`config.mk`:
```
export PLATFORM = sky130hd
export DESIGN_NAME = sequence_generator
export DESIGN_NICKNAME = d
export VERILOG_FILES = /design/src/rtl/sequence_generator.sv
export SDC_FILE = /design/constraint.sdc
export NUM_CORES = 1
export LEC_CHECK = 0
export ABC_CLOCK_PERIOD_IN_PS = 1710
export BUFFER_PORTS_ARGS = -buffer_cell sky130_fd_sc_hd__buf_2
export CAP_MARGIN = 20
export CORE_MARGIN = 4
export CORE_UTILIZATION = 50
export DETAILED_ROUTE_END_ITERATION = 6
export GPL_TIMING_DRIVEN = 0
export MAX_ROUTING_LAYER = met4
export PLACE_DENSITY_LB_ADDON = 0.08
export SYNTH_ARGS = -nofsm -noshare
export SYNTH_HDL_FRONTEND = slang
export SYNTH_SLANG_ARGS = --single-unit
```
`constraint.sdc`:
```
create_clock -name clock -period 1.71 [get_ports clock]
set_input_delay 0.171 -clock clock [delete_from_list [all_inputs] [get_ports clock]]
set_output_delay 0.171 -clock clock [all_outputs]
set_load 0.01 [all_outputs]
```
`src/rtl/sequence_generator.sv`:
```
// sequence_generator: sends a latched four-digit code on the number bus,
// one nibble per clock. The code can be repeated with idle gaps between
// frames, and the block reports busy/done.
module sequence_generator #(
    parameter logic [3:0] IDLE_NIBBLE = 4'hF
) (
    input  logic        clock,
    input  logic        reset,
    input  logic        start,
    input  logic [15:0] code,
    input  logic [3:0]  repeats,
    input  logic [3:0]  gap,
    output logic [3:0]  number,
    output logic        frame,
    output logic        busy,
    output logic        done
);

    localparam logic [1:0] S_IDLE = 2'd0;
    localparam logic [1:0] S_SEND = 2'd1;
    localparam logic [1:0] S_GAP  = 2'd2;

    logic [1:0]  state_q,       state_d;
    logic [15:0] code_q,        code_d;
    logic [3:0]  frames_left_q, frames_left_d;
    logic [3:0]  gap_q,         gap_d;
    logic [3:0]  gap_cnt_q,     gap_cnt_d;
    logic [1:0]  idx_q,         idx_d;
    logic [3:0]  number_d;
    logic        frame_d;
    logic        busy_d;
    logic        done_d;

    // Picks digit i of a code; digit 0 is the most significant nibble.
    function automatic logic [3:0] digit(input logic [15:0] c, input logic [1:0] i);
        logic [3:0] d;
        case (i)
            2'd0:    d = c[15:12];
            2'd1:    d = c[11:8];
            2'd2:    d = c[7:4];
            default: d = c[3:0];
        endcase
        return d;
    endfunction

    // State, latched parameters, counters and registered outputs.
    always_ff @(posedge clock) begin
        if (reset) begin
            state_q       <= S_IDLE;
            code_q        <= 16'h0000;
            frames_left_q <= 4'h0;
            gap_q         <= 4'h0;
            gap_cnt_q     <= 4'h0;
            idx_q         <= 2'd0;
            number        <= IDLE_NIBBLE;
            frame         <= 1'b0;
            busy          <= 1'b0;
            done          <= 1'b0;
        end else begin
            state_q       <= state_d;
            code_q        <= code_d;
            frames_left_q <= frames_left_d;
            gap_q         <= gap_d;
            gap_cnt_q     <= gap_cnt_d;
            idx_q         <= idx_d;
            number        <= number_d;
            frame         <= frame_d;
            busy          <= busy_d;
            done          <= done_d;
        end
    end

    // Next-state and next-output decode; filler outputs are the default.
    always_comb begin
        state_d       = state_q;
        code_d        = code_q;
        frames_left_d = frames_left_q;
        gap_d         = gap_q;
        gap_cnt_d     = gap_cnt_q;
        idx_d         = idx_q;
        number_d      = IDLE_NIBBLE;
        frame_d       = 1'b0;
        busy_d        = 1'b0;
        done_d        = 1'b0;

        case (state_q)
            S_IDLE: begin
                if (start) begin
                    state_d       = S_SEND;
                    code_d        = code;
                    frames_left_d = repeats;
                    gap_d         = gap;
                    idx_d         = 2'd0;
                    number_d      = code[15:12];
                    frame_d       = 1'b1;
                    busy_d        = 1'b1;
                end
            end

            S_SEND: begin
                if (idx_q != 2'd3) begin
                    idx_d    = idx_q + 2'd1;
                    number_d = digit(code_q, idx_q + 2'd1);
                    frame_d  = 1'b1;
                    busy_d   = 1'b1;
                end else if (frames_left_q != 4'h0) begin
                    frames_left_d = frames_left_q - 4'h1;
                    idx_d         = 2'd0;
                    busy_d        = 1'b1;
                    if (gap_q == 4'h0) begin
                        // Back-to-back frame: restart the digit sequence now.
                        number_d = code_q[15:12];
                        frame_d  = 1'b1;
                    end else begin
                        state_d   = S_GAP;
                        gap_cnt_d = gap_q;
                    end
                end else begin
                    state_d = S_IDLE;
                    idx_d   = 2'd0;
                    done_d  = 1'b1;
                end
            end

            S_GAP: begin
                busy_d    = 1'b1;
                gap_cnt_d = gap_cnt_q - 4'h1;
                // Last filler cycle: the next cycle carries the first digit.
                if (gap_cnt_q == 4'h1) begin
                    state_d  = S_SEND;
                    idx_d    = 2'd0;
                    number_d = code_q[15:12];
                    frame_d  = 1'b1;
                end
            end

            default: begin
                state_d = S_IDLE;
            end
        endcase
    end

endmodule

```
==> results.yml <==
run_status:
  outcome: "complete, no violations"
setup_path:
  cp-end-kind: "register"
  critPathKind: "register to register"
  cp_slowest_cell: "dfxtp_4"
  critPathMaxStageDelay_ns: 0.39
  r2r_end: "number[2]"
  worst-r2r-cell-count: 6
  reg2reg_slack_ns: 0.03
  critPathLaunchType: "register"
  regToRegStartpoint: "idx_q[0]"
  crit_chain: "inv_1 -> ha_4 -> a222oi_1 -> mux2i_1 -> o221ai_1 -> o211ai_1"
  cp.required_ns: 1.88
  cp_max_fo: 4
  cp.arrival_ns: 1.85
floorplanning:
  core_area_um2: 3720
  fp.dieH_um: 70.3
  rows: 22
  die_area_um2: 4950
  ios: 34
  start_util_pct: 52.3
  fp.dieW_um: 70.3
clock_network:
  cts-buffers-inserted: 5
  cts_sinks: 39
  cts_buffer_depth: 2
  cts-htree-levels: 2
  cts_tree: "yes"
  clock_latency_ns: 0.30
  path_clk_slew_ns: 0.09
  cts_root_buf: "clkbuf_8"
yosys:
  ys_seq_elements: 39
  synth_edf_count: 0
  synth_fp_nets: 267
  synth_cells: 232
  postSynthAreaPerCell_um2: 8.38
  yosysSeqAreaShare_pct: 40.2
  synth_area_leader_cell: "dfxtp_1"
  synthTopCellsByArea: "dfxtp_1, a21oi_1, nand2_1"
  synth_area_um2: 1940
  yosysWarnings: 0
  synthFlopType: "dfxtp_1"
  synth.most_common_cell: "nand2_1"
  synthDistinctLibCells: 40
  synth_common_cells: "nand2_1, dfxtp_1, a21oi_1"
  synth-async-reset-ratio_pct: 0
  synth_top_area_share_pct: 40.2
layout:
  fillers: 321
  diodes: 0
  regArea_um2: 796
  final_nets: 311
  design_area_um2: 2480
  multi_input_area_um2: 1130
  area_growth_pct: 27.5
  drive_above_1_share_pct: 29.6
  utilization_pct: 66.7
placed_design:
  port_buffers: 31
  dpl_cell_area_um2: 2160
  pre_cts_ws_ns: -0.109
  routabilityCongestion: 0.832
  dpl.hpwl_um: 3280
global_route:
  grt_start_max_net_pins: 13
  grt.overflow.total: 0
  globalRouteTotalUtil_pct: 19.4
  grt_pass1_vias: 1505
  grt_pass1_wl_um: 7360
  antenna_found_initial: 0
sta:
  max_slew_margin_pct: 59.0
  tightest_slew_ns: 0.616
  hold_viol: 0
  finClkSkew_ns: 0.0129
  maxSlewViolCount: 0
  fin_crit_sh_pct: 98.1
  period_needed_ns: 1.68
  rsz0062_at_grt: "yes"
  setup_slack_ns: 0.0323
  setup_viol: 0
  fmax_mhz: 596
  whs_ns: 0.0990
  tns_ns: 0
route:
  vias: 1782
  vias_per_cell: 5.48
  drt_first_pass_iters: 4
  ant_nets: 0
  route.final.wire_length_um: 4820
  wl_per_cell_um: 14.8
  drc: 0
  drt-initial-drc-count: 195
flow_run:
  maxCapViolCount: 0
power:
  p_per_area_nw_per_um2: 934
  leakage_nw: 0.980
  max-vdd-ir-drop_uv: 633
hold_path:
  whs_path_depth: 3
  hold_end: "code_q[1]"
  hold_class: "primary input to register"
  hp-start: "code[1]"
[state kept, by name (all words and copies together), names as in the netlist]
register and cells:
gap_cnt_q 4, busy 1, number 4, done 1
idx_q 2, state_q 2, code_q 16, gap_q 4
frame 1, frames_left_q 4
[critical path, delay by kind of cell, from the launching register on]
kind	cells	cell delay (ns)
AO/OA/AOI/OAI	3	0.70
flip-flops	1	0.39
adder cells (fa/ha/maj)	1	0.20
multiplexers	1	0.15
buffers and inverters	1	0.11
[worst max-delay path by stage]
stage,from,to
6_report,idx_q[0],number[2]
2_1_floorplan,idx_q[1],gap_cnt_q[1]
4_1_cts,gap_cnt_q[0],frame
3_5_place_dp,idx_q[1],gap_cnt_q[1]
3_3_place_gp,idx_q[1],gap_cnt_q[1]
5_1_grt,frames_left_q[0],gap_cnt_q[1]
[where the power goes]
group / switching (mW) / internal (mW) / leakage, nW / total [mW]
clock: 0.330 / 0.583 / 0.0654 / 0.913
sequential: 0.0453 / 0.965 / 0.324 / 1.01
combinational: 0.218 / 0.173 / 0.591 / 0.390
[what timing repair did]
action | CTS | global route
hold buffers | 0 | 0
endpoints found under the setup margin | 4 | 8
gates resized for setup | 7 | 26
pin swaps | 1 | 10
buffers inserted | 0 | 6
[layout make-up]
cell class / instances / share of cell area [%]
Buffer: 17 / 3.84
Clock buffer: 6 / 2.93
Clock inverter: 2 / 2.42
Inverter: 17 / 2.58
Multi-Input combinational cell: 159 / 45.6
Sequential cell: 39 / 32.1
Tap cell: 48 / 2.42
Timing Repair Buffer: 37 / 8.08
[kinds of logic after synthesis]
group	after synthesis	synth area share [%]
and+or+nand+nor	76	19.2
AOI/OAI and AO/OA	69	24.3
DFF	39	40.2
buffers and inverters	34	7.86
adders and majority gates	8	5.15
muxes	6	3.35
[layer usage]
metal / global-route usage [%] / wire length, µm / up-vias
met4: 7.02 / 83 / 0
met3: 5.47 / 310 / 6
met5: - / 0 / -
met2: 26.7 / 2220 / 52
li1: - / - / 901
met1: 26.7 / 2200 / 823
[metrics by stage]
step                power, mW  instances
global route             2.42        325
floorplan                1.26        232
finish                   2.31        325
global placement         1.36        311
CTS                      2.29        319
detailed placement       1.37        311
[cell usage in the layout, fill, tap and decap left out, drive strengths merged]
cell type / synthesis / final
a211oi: 3 / 3
nand3: 5 / 5
a31o: 1 / 1
nand2b: 1 / 1
nand2: 45 / 45
clkbuf: 10 / 16
o21ai: 7 / 7
mux2: 1 / 1
a222oi: 4 / 4
nor2: 7 / 7
inv: 17 / 17
mux2i: 5 / 5
dfxtp: 39 / 39
o311a: 1 / 1
a2bb2oi: 2 / 2
ha: 8 / 8
and3: 1 / 1
o211ai: 4 / 4
o21a: 2 / 2
nor4: 2 / 2
or3: 1 / 1
o21bai: 1 / 1
nand3b: 1 / 1
or3b: 3 / 3
bufinv: 0 / 2
a21oi: 35 / 35
nor2b: 3 / 3
nor3b: 1 / 1
buf: 7 / 44
nor3: 6 / 6
a221oi: 5 / 5
o221ai: 4 / 4
(Power assumes the default switching activity.)
